--- config.mk ---
export PLATFORM = sky130hd
export DESIGN_NAME = msrv32_dmem_bus_ctrl
export DESIGN_NICKNAME = d
export VERILOG_FILES = /design/src/rtl/msrv32_dmem_bus_ctrl.sv
export SDC_FILE = /design/constraint.sdc
export NUM_CORES = 1
export LEC_CHECK = 0
export ABC_AREA = 1
export BUFFER_PORTS_ARGS = -buffer_cell sky130_fd_sc_hd__buf_2
export CAP_MARGIN = 20
export CORE_MARGIN = 2
export CORE_UTILIZATION = 52
export DETAILED_ROUTE_END_ITERATION = 6
export PLACE_DENSITY_LB_ADDON = 0.3
export SLEW_MARGIN = 20
export SYNTH_ARGS = -nofsm -noshare
export SYNTH_HDL_FRONTEND = slang
export SYNTH_SLANG_ARGS = --single-unit
--- constraint.sdc ---
create_clock -name ms_riscv32_mp_clk_in -period 15.1 [get_ports ms_riscv32_mp_clk_in]
set_clock_uncertainty 0.1 [all_clocks]
set_input_delay 3.02 -clock ms_riscv32_mp_clk_in [delete_from_list [all_inputs] [get_ports ms_riscv32_mp_clk_in]]
set_output_delay 3.02 -clock ms_riscv32_mp_clk_in [all_outputs]
set_load 0.01 [all_outputs]
--- src/rtl/msrv32_dmem_bus_ctrl.sv ---
// Data-memory bus controller: turns store/load unit requests into single AHB-Lite transfers.
// Optional wait-state watchdog is compiled in with `define MSRV32_DMEM_TIMEOUT_EN.
module msrv32_dmem_bus_ctrl #(
    parameter int TIMEOUT_CYCLES = 255,
    parameter int TIMEOUT_W      = 8
) (
    input  logic        ms_riscv32_mp_clk_in,
    input  logic        ms_riscv32_mp_rst_in,
    input  logic        mem_wr_req_in,
    input  logic        mem_rd_req_in,
    input  logic [31:0] dmaddr_in,
    input  logic [31:0] dmdata_in,
    input  logic [3:0]  dmwr_mask_in,
    input  logic        ahb_hready_in,
    input  logic        ahb_hresp_in,
    input  logic [31:0] ahb_hrdata_in,
    output logic [31:0] ahb_haddr_out,
    output logic        ahb_hwrite_out,
    output logic [2:0]  ahb_hsize_out,
    output logic [1:0]  ahb_htrans_out,
    output logic [31:0] ahb_hwdata_out,
    output logic [3:0]  ahb_hwstrb_out,
    output logic        stall_out,
    output logic [31:0] rdata_out,
    output logic        done_out,
    output logic        err_out
);

    typedef enum logic [1:0] {S_IDLE, S_ADDR, S_DATA} state_t;

    state_t      state_q;
    logic [31:0] haddr_q;
    logic        hwrite_q;
    logic [2:0]  hsize_q;
    logic [1:0]  htrans_q;
    logic [31:0] wdata_q;
    logic [31:0] hwdata_q;
    logic [3:0]  hwstrb_q;
    logic [31:0] rdata_q;
    logic        done_q;
    logic        err_q;

    logic        accept;
    logic [2:0]  size_d;
    logic [1:0]  off_d;
    logic        unused_addr_lsbs;

    assign unused_addr_lsbs = ^dmaddr_in[1:0];

`ifdef MSRV32_DMEM_TIMEOUT_EN
    localparam logic [TIMEOUT_W-1:0] TO_LAST = TIMEOUT_W'(TIMEOUT_CYCLES - 1);
    logic [TIMEOUT_W-1:0] cnt_q;
    logic                 to_hit;
    assign to_hit = (cnt_q == TO_LAST);
`else
    localparam bit unused_timeout_cfg = (TIMEOUT_CYCLES < (2 ** TIMEOUT_W));
`endif

    // The done cycle blocks acceptance so a request still held high is seen one cycle later.
    assign accept    = (state_q == S_IDLE) & (mem_wr_req_in | mem_rd_req_in) &
                       (|dmwr_mask_in) & ~done_q & ~ms_riscv32_mp_rst_in;
    assign stall_out = (state_q != S_IDLE) | accept;

    // Transfer size and byte offset from the lane mask; irregular masks fall back to a word at offset 0.
    always_comb begin
        size_d = 3'b010;
        off_d  = 2'b00;
        case (dmwr_mask_in)
            4'b0011: size_d = 3'b001;
            4'b1100: begin size_d = 3'b001; off_d = 2'b10; end
            4'b0001: begin size_d = 3'b000; off_d = 2'b00; end
            4'b0010: begin size_d = 3'b000; off_d = 2'b01; end
            4'b0100: begin size_d = 3'b000; off_d = 2'b10; end
            4'b1000: begin size_d = 3'b000; off_d = 2'b11; end
            default: ;
        endcase
    end

    always_ff @(posedge ms_riscv32_mp_clk_in or posedge ms_riscv32_mp_rst_in) begin
        if (ms_riscv32_mp_rst_in) begin
            state_q  <= S_IDLE;
            haddr_q  <= '0;
            hwrite_q <= 1'b0;
            hsize_q  <= '0;
            htrans_q <= '0;
            wdata_q  <= '0;
            hwdata_q <= '0;
            hwstrb_q <= '0;
            rdata_q  <= '0;
            done_q   <= 1'b0;
            err_q    <= 1'b0;
`ifdef MSRV32_DMEM_TIMEOUT_EN
            cnt_q    <= '0;
`endif
        end else begin
            done_q <= 1'b0;
            err_q  <= 1'b0;
            case (state_q)
                S_IDLE: begin
                    if (accept) begin
                        state_q  <= S_ADDR;
                        htrans_q <= 2'b10;
                        haddr_q  <= {dmaddr_in[31:2], off_d};
                        hsize_q  <= size_d;
                        hwrite_q <= mem_wr_req_in;
                        hwstrb_q <= dmwr_mask_in;
                        wdata_q  <= dmdata_in;
`ifdef MSRV32_DMEM_TIMEOUT_EN
                        cnt_q    <= '0;
`endif
                    end
                end
                S_ADDR: begin
                    if (ahb_hready_in) begin
                        state_q  <= S_DATA;
                        htrans_q <= 2'b00;
                        hwdata_q <= wdata_q;
                    end
`ifdef MSRV32_DMEM_TIMEOUT_EN
                    else if (to_hit) begin
                        state_q  <= S_IDLE;
                        htrans_q <= 2'b00;
                        done_q   <= 1'b1;
                        err_q    <= 1'b1;
                    end else begin
                        cnt_q <= cnt_q + 1'b1;
                    end
`endif
                end
                S_DATA: begin
                    // An error response leaves previously captured read data intact.
                    if (ahb_hready_in) begin
                        state_q <= S_IDLE;
                        done_q  <= 1'b1;
                        if (ahb_hresp_in) begin
                            err_q <= 1'b1;
                        end else if (!hwrite_q) begin
                            rdata_q <= ahb_hrdata_in;
                        end
                    end
`ifdef MSRV32_DMEM_TIMEOUT_EN
                    else if (to_hit) begin
                        state_q <= S_IDLE;
                        done_q  <= 1'b1;
                        err_q   <= 1'b1;
                    end else begin
                        cnt_q <= cnt_q + 1'b1;
                    end
`endif
                end
                default: state_q <= S_IDLE;
            endcase
        end
    end

    assign ahb_haddr_out  = haddr_q;
    assign ahb_hwrite_out = hwrite_q;
    assign ahb_hsize_out  = hsize_q;
    assign ahb_htrans_out = htrans_q;
    assign ahb_hwdata_out = hwdata_q;
    assign ahb_hwstrb_out = hwstrb_q;
    assign rdata_out      = rdata_q;
    assign done_out       = done_q;
    assign err_out        = err_q;

endmodule

==> results of run 1 <==
==> worst reg2reg max path, stage by stage (launching register included) <==
cell and delay (ns):
sky130_fd_sc_hd__dfrtp_1 0.39, sky130_fd_sc_hd__nor2_2 0.17, sky130_fd_sc_hd__nand3_1 0.16, sky130_fd_sc_hd__nor2_4 0.34, sky130_fd_sc_hd__buf_4 0.57, sky130_fd_sc_hd__nand2_1 0.16, sky130_fd_sc_hd__nand2_1 0.11
==> cells by family after synthesis <==
family	count (synthesis)
buffers and inverters	74
flip-flops	140
AND/OR/NAND/NOR	372
AO/OA/AOI/OAI	33
other	1
==> metrics by stage <==
step | instance area, um^2 | power (mW) | hold WS (ns) | utilization (%) | cells
2_1_floorplan | 5460 | 0.914 | 0.342 | - | 621
3_3_place_gp | 6530 | 1.09 | 0.348 | 63.6 | 942
3_5_place_dp | 6560 | 1.12 | 0.353 | 63.8 | 943
4_1_cts | 7200 | 1.57 | 0.368 | 70.0 | 975
5_1_grt | 7200 | 1.66 | 0.380 | 70.0 | 975
6_report | 7200 | 1.55 | 0.364 | 70.1 | 976
==> Yosys cell counts, drive strengths merged <==
library cell,instances
nand2,354
dfrtp,140
nand3,7
o21ai,33
nor2,11
clkbuf,3
conb,1
buf,26
inv,45
==> layer usage <==
metal	wire length [um]	part of all wire (%)	vias up	track usage, %
li1	-	-	2268	-
met1	5210	40	2106	29.4
met2	6500	50	170	37.7
met3	972	7.5	23	7.54
met4	278	2.1	0	9.65
met5	0	0	-	0
==> final cells by class <==
class	instances	area share [%]
flip-flops and latches	140	48.7
inverters	45	2.42
diodes	1	0.0348
well taps	136	2.36
multi-input cells	407	22.3
clock inverters	11	2.62
clock buffers	21	6.24
repair buffers	215	15.4
==> power by group through the flow <==
stage / Sequential, mW / Clock, mW / Combinational (mW)
after floorplan: 0.688 / 0 / 0.226
after global placement: 0.627 / 0 / 0.462
after detailed placement: 0.635 / 0 / 0.480
after CTS: 0.634 / 0.451 / 0.482
after global routing: 0.653 / 0.469 / 0.536
final: 0.633 / 0.444 / 0.474
==> layout by cell type (no fill, tap or decap) <==
cell,Yosys,routed
sky130_fd_sc_hd__buf_16,0,1
sky130_fd_sc_hd__buf_2,15,210
sky130_fd_sc_hd__buf_4,6,4
sky130_fd_sc_hd__bufinv_16,0,5
sky130_fd_sc_hd__clkbuf_1,3,2
sky130_fd_sc_hd__clkbuf_16,0,16
sky130_fd_sc_hd__clkbuf_8,0,3
sky130_fd_sc_hd__clkinv_2,0,3
sky130_fd_sc_hd__clkinvlp_4,0,2
sky130_fd_sc_hd__conb_1,1,2
sky130_fd_sc_hd__dfrtp_1,140,140
sky130_fd_sc_hd__diode_2,0,1
sky130_fd_sc_hd__inv_1,43,42
sky130_fd_sc_hd__inv_2,2,2
sky130_fd_sc_hd__inv_6,0,2
sky130_fd_sc_hd__nand2_1,353,352
sky130_fd_sc_hd__nand2_2,1,2
sky130_fd_sc_hd__nand3_1,6,6
sky130_fd_sc_hd__nand3_2,1,1
sky130_fd_sc_hd__nor2_1,7,7
sky130_fd_sc_hd__nor2_2,3,3
sky130_fd_sc_hd__nor2_4,1,1
sky130_fd_sc_hd__o21ai_1,33,33
==> state kept, by name, indices dropped and copies added, names as in the netlist <==
register        count
ahb_hwdata_out     32
ahb_hwstrb_out      4
ahb_haddr_out      32
ahb_hsize_out       2
ahb_hwrite_out      1
rdata_out          32
state_q             2
err_out             1
ahb_htrans_out      1
wdata_q            32
done_out            1
==> final timing paths <==
| kind | start | end | depth (start not counted) |
|---|---|---|---|
| setup reg to reg | state_q[1] | wdata_q[18] | 6 |
| setup / recovery | ms_riscv32_mp_rst_in | stall_out | 7 |
| max in group asynchronous | ms_riscv32_mp_rst_in | ahb_hwdata_out[0] | 3 |
| hold / removal | ahb_hwdata_out[31] | ahb_hwdata_out[31] | 2 |
| min in group asynchronous | ms_riscv32_mp_rst_in | ahb_hsize_out[0] | 2 |
| hold reg to reg | ahb_hwdata_out[31] | ahb_hwdata_out[31] | 2 |
==> run_summary.xml, run 1 <==
<?xml version="1.0" encoding="UTF-8"?>
<metrics>
  <group name="sta">
    <metric name="max_slew.worst_pin.slew" unit="ns">0.784</metric>
    <metric name="final.setup.worst_slack" unit="ns">8.20</metric>
    <metric name="final.period_utilization" unit="%">45.7</metric>
    <metric name="timing.max_slew.rel_slack" unit="%">47.7</metric>
    <metric name="final-max-slew-violation-count" unit="">0</metric>
    <metric name="setup_repair_after_global_routing_missed_its_margin" unit="">false</metric>
    <metric name="fmax" unit="GHz">0.145</metric>
    <metric name="timing.final.setup_violations" unit="">0</metric>
    <metric name="finalHoldViolations" unit="">0</metric>
    <metric name="setup_total_negative_slack" unit="ns">0</metric>
    <metric name="finalCriticalPeriod" unit="ns">6.90</metric>
  </group>
  <group name="clock_tree">
    <metric name="cts.repair.resized" unit="">0</metric>
    <metric name="cts_tree" unit="">yes</metric>
    <metric name="numClockSinks" unit="">140</metric>
    <metric name="clk_latency" unit="ns">0.51</metric>
    <metric name="cts_max_path_buffers" unit="">2</metric>
    <metric name="post_cts.repair.setup_buffers" unit="">0</metric>
    <metric name="cts-root-buf" unit="">sky130_fd_sc_hd__clkbuf_8</metric>
    <metric name="clk_transition_reported_paths" unit="ns">0.06</metric>
    <metric name="holdBufCountCts" unit="">0</metric>
    <metric name="htree_levels" unit="">4</metric>
    <metric name="numCtsBuffers" unit="">17</metric>
  </group>
  <group name="setup_path">
    <metric name="startpoint_type" unit="">primary input</metric>
    <metric name="critPathTopFamily" unit="">simple AND/OR/NAND/NOR gates</metric>
    <metric name="cpMaxStageDelayCell" unit="">sky130_fd_sc_hd__nor2_1</metric>
    <metric name="cp.buffers_inverters" unit="">2</metric>
    <metric name="timing.critical_path.slowest_cell_delay" unit="ns">0.16</metric>
    <metric name="crit_chain" unit="">buf_2, nor2_1, nand2_1, nor2_1, nand2_2, nand2_1, buf_2</metric>
    <metric name="r2r_slack" unit="ns">13.02</metric>
    <metric name="critical_path.max_fanout" unit="">2</metric>
    <metric name="critical_path_arrival" unit="ns">3.78</metric>
    <metric name="required" unit="ns">11.98</metric>
    <metric name="end_kind" unit="">primary output</metric>
    <metric name="timing_worst_setup_path_type" unit="">primary input to primary output</metric>
  </group>
  <group name="yosys">
    <metric name="yosysTopAreaCell" unit="">sky130_fd_sc_hd__dfrtp_1</metric>
    <metric name="postSynthCellCount" unit="">620</metric>
    <metric name="synth-compound-area-share" unit="%">3.03</metric>
    <metric name="yosys.area_share.adder" unit="%">0</metric>
    <metric name="synth_warnings" unit="">0</metric>
    <metric name="synth_cell_type_count" unit="">16</metric>
    <metric name="synth_top_cells_by_area" unit="">sky130_fd_sc_hd__dfrtp_1 (64%), sky130_fd_sc_hd__nand2_1 (24%), sky130_fd_sc_hd__o21ai_1 (3.0%)</metric>
    <metric name="synth.ff_latch_count" unit="">140</metric>
    <metric name="synthMuxAreaShare" unit="%">0</metric>
    <metric name="synth.avg_cell_area" unit="um^2">8.80</metric>
    <metric name="ys_seq_area_share" unit="%">64.2</metric>
    <metric name="synth_top_family_by_area" unit="">simple AND/OR/NAND/NOR gates</metric>
    <metric name="synthesis.area" unit="mm^2">0.00546</metric>
    <metric name="synth-xor-area-share" unit="%">0</metric>
    <metric name="top_cell_type_s_share_of_synthesized_area" unit="%">64.2</metric>
    <metric name="synth-simple-area-share" unit="%">26.2</metric>
  </group>
  <group name="cells_and_area">
    <metric name="area.growth.synth_to_final" unit="%">31.9</metric>
    <metric name="sequential_cell_area" unit="mm^2">0.00350</metric>
    <metric name="num-nets-final" unit="">932</metric>
    <metric name="multi_input_area" unit="mm^2">0.00160</metric>
    <metric name="layout_cells_sized_above_1" unit="%">30.4</metric>
    <metric name="fill_cells" unit="">855</metric>
  </group>
  <group name="grt">
    <metric name="number_of_antenna_violations_at_the_first_check_in_global_routing" unit="">1</metric>
    <metric name="first_global_vias" unit="">4306</metric>
    <metric name="gr-total-overflow" unit="">0</metric>
    <metric name="grt_usage" unit="%">23.4</metric>
    <metric name="maximum_number_of_pins_on_one_net_before_global_route_repair" unit="">91</metric>
    <metric name="grt_first_pass_wirelength" unit="um">20500</metric>
  </group>
  <group name="routing">
    <metric name="via_count" unit="">4567</metric>
    <metric name="drc_errors" unit="">0</metric>
    <metric name="number_of_antenna_violating_nets_in_the_routed_design" unit="">0</metric>
    <metric name="drt_first_pass_iters" unit="">4</metric>
    <metric name="postRouteWirelength" unit="um">13000</metric>
    <metric name="avgViaCountPerCell" unit="">4.68</metric>
    <metric name="wl_per_cell" unit="um">13.3</metric>
    <metric name="dr.first_iter.drc_count" unit="">289</metric>
  </group>
  <group name="die">
    <metric name="io_pins" unit="">215</metric>
    <metric name="die_area" unit="mm^2">0.0113</metric>
    <metric name="core_area" unit="mm^2">0.0103</metric>
    <metric name="die-width" unit="um">106</metric>
    <metric name="die_y" unit="um">106</metric>
    <metric name="initial_utilization" unit="%">53.1</metric>
    <metric name="row_count" unit="">37</metric>
  </group>
  <group name="pwr">
    <metric name="power_density" unit="mW/mm^2">215</metric>
    <metric name="power.ir.vdd_worst" unit="mV">0.0983</metric>
    <metric name="power_switching" unit="uW">532</metric>
    <metric name="netSwitchingFraction" unit="%">34.3</metric>
    <metric name="power_share_of_the_sequential_group" unit="%">40.8</metric>
    <metric name="pwr-share-comb" unit="%">30.5</metric>
    <metric name="total_leakage_power" unit="nW">4.33</metric>
    <metric name="pwr-share-clk" unit="%">28.6</metric>
    <metric name="cellInternalPower" unit="mW">1.02</metric>
  </group>
  <group name="hold_path">
    <metric name="holdCritPathClass" unit="">flop to flop</metric>
  </group>
  <group name="placement">
    <metric name="detailed_place_hpwl" unit="um">8820</metric>
    <metric name="finalWeightedCongestion" unit="">0.834</metric>
    <metric name="dp_slack" unit="ns">8.20</metric>
    <metric name="place.port_buffers" unit="">210</metric>
  </group>
  <group name="run">
    <metric name="max-cap-violations" unit="">0</metric>
  </group>
  <group name="run_status">
    <metric name="outcome" unit="">finished, final reports clean</metric>
  </group>
</metrics>
(Power assumes the default switching activity.)
==> run 2: changes to the inputs <==
--- a/config.mk
+++ b/config.mk
@@ -9,7 +9,7 @@
 export BUFFER_PORTS_ARGS = -buffer_cell sky130_fd_sc_hd__buf_2
 export CAP_MARGIN = 20
 export CORE_MARGIN = 2
-export CORE_UTILIZATION = 52
+export CORE_UTILIZATION = 48
 export DETAILED_ROUTE_END_ITERATION = 6
 export PLACE_DENSITY_LB_ADDON = 0.3
 export SLEW_MARGIN = 20
==> constraint.sdc (replaced) <==
create_clock -name ms_riscv32_mp_clk_in -period 7.04 [get_ports ms_riscv32_mp_clk_in]
set_clock_uncertainty 0.1 [all_clocks]
set_input_delay 1.408 -clock ms_riscv32_mp_clk_in [delete_from_list [all_inputs] [get_ports ms_riscv32_mp_clk_in]]
set_output_delay 1.408 -clock ms_riscv32_mp_clk_in [all_outputs]
set_load 0.01 [all_outputs]
==> run_summary.xml, run 2 (synthesis results as in run 1) <==
<?xml version="1.0" encoding="UTF-8"?>
<metrics>
  <group name="run_status">
    <metric name="outcome" unit="">finished, final reports clean</metric>
  </group>
  <group name="routing">
    <metric name="postRouteWirelength" unit="um">12900</metric>
    <metric name="wl_per_cell" unit="um">13.1</metric>
    <metric name="drc_errors" unit="">0</metric>
    <metric name="via_count" unit="">4571</metric>
    <metric name="number_of_antenna_violating_nets_in_the_routed_design" unit="">0</metric>
    <metric name="dr.first_iter.drc_count" unit="">357</metric>
    <metric name="avgViaCountPerCell" unit="">4.67</metric>
    <metric name="drt_first_pass_iters" unit="">5</metric>
  </group>
  <group name="cells_and_area">
    <metric name="post-route-cell-area" unit="mm^2">0.00720</metric>
    <metric name="most_frequent_cells_in_the_layout" unit="">sky130_fd_sc_hd__nand2_1 (352), sky130_fd_sc_hd__buf_2 (210), sky130_fd_sc_hd__dfrtp_1 (140)</metric>
    <metric name="num-nets-final" unit="">932</metric>
    <metric name="layout.cells.most_common" unit="">sky130_fd_sc_hd__nand2_1</metric>
    <metric name="insertedDiodeCount" unit="">0</metric>
    <metric name="layout_utilization" unit="%">65.6</metric>
    <metric name="area.growth.synth_to_final" unit="%">32.0</metric>
    <metric name="count_of_non_filler_cells_in_the_finished_layout" unit="">979</metric>
    <metric name="layout_cells_sized_above_1" unit="%">30.2</metric>
  </group>
  <group name="placement">
    <metric name="dp_slack" unit="ns">3.37</metric>
    <metric name="detailed_place_hpwl" unit="um">8810</metric>
    <metric name="number_of_cells_after_detailed_placement" unit="">947</metric>
    <metric name="finalWeightedCongestion" unit="">0.821</metric>
    <metric name="place.port_buffers" unit="">210</metric>
    <metric name="postPlaceCellArea" unit="mm^2">0.00656</metric>
  </group>
  <group name="setup_path">
    <metric name="end_kind" unit="">primary output</metric>
    <metric name="cp-startpoint" unit="">ms_riscv32_mp_rst_in</metric>
    <metric name="critical_path.max_fanout" unit="">2</metric>
    <metric name="stages_on_the_worst_setup_path" unit="">7</metric>
    <metric name="worstRegToRegCells" unit="">6</metric>
    <metric name="startpoint_type" unit="">primary input</metric>
    <metric name="timing_worst_setup_path_type" unit="">primary input to primary output</metric>
    <metric name="critical_path_arrival" unit="ns">2.16</metric>
    <metric name="critPathTopFamily" unit="">simple AND/OR/NAND/NOR gates</metric>
    <metric name="timing.critical_path.slowest_cell_delay" unit="ns">0.15</metric>
    <metric name="cpMaxStageDelayCell" unit="">sky130_fd_sc_hd__nor2_1</metric>
    <metric name="crit_chain" unit="">buf_2, nor2_1, nand2_1, nor2_1, nand2_2, nand2_1, buf_2</metric>
    <metric name="cp.buffers_inverters" unit="">2</metric>
    <metric name="r2r-start" unit="">state_q[1]</metric>
    <metric name="required" unit="ns">5.53</metric>
  </group>
  <group name="die">
    <metric name="io_pins" unit="">215</metric>
    <metric name="die_area" unit="mm^2">0.0122</metric>
    <metric name="initial_utilization" unit="%">49.7</metric>
    <metric name="core_area" unit="mm^2">0.0110</metric>
    <metric name="die-width" unit="um">111</metric>
    <metric name="die_y" unit="um">111</metric>
    <metric name="row_count" unit="">38</metric>
  </group>
  <group name="clock_tree">
    <metric name="post_cts.repair.setup_buffers" unit="">0</metric>
    <metric name="htree_levels" unit="">4</metric>
    <metric name="cts.repair.resized" unit="">0</metric>
    <metric name="numCtsBuffers" unit="">17</metric>
    <metric name="cts_tree" unit="">yes</metric>
    <metric name="clk_transition_reported_paths" unit="ns">0.05</metric>
    <metric name="holdBufCountCts" unit="">0</metric>
    <metric name="numClockSinks" unit="">140</metric>
    <metric name="cts-root-buf" unit="">sky130_fd_sc_hd__clkbuf_16</metric>
    <metric name="cts_max_path_buffers" unit="">2</metric>
    <metric name="clk_latency" unit="ns">0.41</metric>
  </group>
  <group name="hold_path">
    <metric name="holdCritPathClass" unit="">flop to flop</metric>
    <metric name="hold-path-cell-count" unit="">2</metric>
    <metric name="min_from" unit="">ahb_hwdata_out[31]</metric>
  </group>
  <group name="grt">
    <metric name="maximum_number_of_pins_on_one_net_before_global_route_repair" unit="">75</metric>
    <metric name="number_of_antenna_violations_at_the_first_check_in_global_routing" unit="">1</metric>
    <metric name="grt_usage" unit="%">22.0</metric>
    <metric name="first_global_vias" unit="">4581</metric>
    <metric name="grt_first_pass_wirelength" unit="um">21700</metric>
    <metric name="gr-total-overflow" unit="">0</metric>
  </group>
  <group name="sta">
    <metric name="final.period_utilization" unit="%">52.1</metric>
    <metric name="finalHoldViolations" unit="">0</metric>
    <metric name="final.setup.worst_slack" unit="ns">3.37</metric>
    <metric name="fmax" unit="GHz">0.273</metric>
    <metric name="whs" unit="ns">0.363</metric>
    <metric name="finalCriticalPeriod" unit="ns">3.67</metric>
    <metric name="max_slew.worst_pin.slew" unit="ns">0.906</metric>
    <metric name="timing.max_slew.rel_slack" unit="%">39.6</metric>
    <metric name="setup_repair_after_global_routing_missed_its_margin" unit="">false</metric>
    <metric name="setup_total_negative_slack" unit="ns">0</metric>
    <metric name="timing.final.setup_violations" unit="">0</metric>
    <metric name="final-max-slew-violation-count" unit="">0</metric>
  </group>
  <group name="pwr">
    <metric name="total_leakage_power" unit="nW">4.33</metric>
    <metric name="total_power" unit="mW">3.32</metric>
    <metric name="power_density" unit="mW/mm^2">461</metric>
    <metric name="power.ir.vdd_worst" unit="mV">0.249</metric>
  </group>
  <group name="run">
    <metric name="max-cap-violations" unit="">0</metric>
  </group>
</metrics>
[run 2: area by class of cell]
type                            count  area, um^2
Clock buffer                       26         509
Fill cell                         922        3780
Timing Repair Buffer              215        1110
Inverter                           45         174
Tap cell                          140         175
Multi-Input combinational cell    407        1600
Sequential cell                   140        3500
Clock inverter                      6         130
[run 2: worst min-delay path, cell delays in order (launching register included)]
cell and delay, ns:
sky130_fd_sc_hd__dfrtp_1 0.33, sky130_fd_sc_hd__nand2_1 0.05, sky130_fd_sc_hd__nand2_1 0.05
[run 2: where the power goes]
group	internal (mW)	switching, mW	leakage (nW)
registers	1.17	0.188	1.77
logic	0.390	0.623	2.25
clock network	0.640	0.315	0.315
[run 2: routing by layer]
metal | part of all wire (%) | global-route usage [%]
met3 | 7.5 | 7.24
met4 | 2.4 | 9.92
met1 | 42 | 26.8
met5 | 0.10 | 0
met2 | 49 | 35.8
[run 2: worst paths after layout]
| check | to | slack, ns |
|---|---|---|
| max | stall_out | 3.37 |
| min | ahb_hwdata_out[31] | 0.36 |
| max reg2reg | ahb_haddr_out[24] | 5.07 |
| min reg2reg | ahb_hwdata_out[31] | 0.36 |
| max in group asynchronous | ahb_hwdata_out[4] | 4.52 |
| min in group asynchronous | ahb_hsize_out[0] | 0.98 |
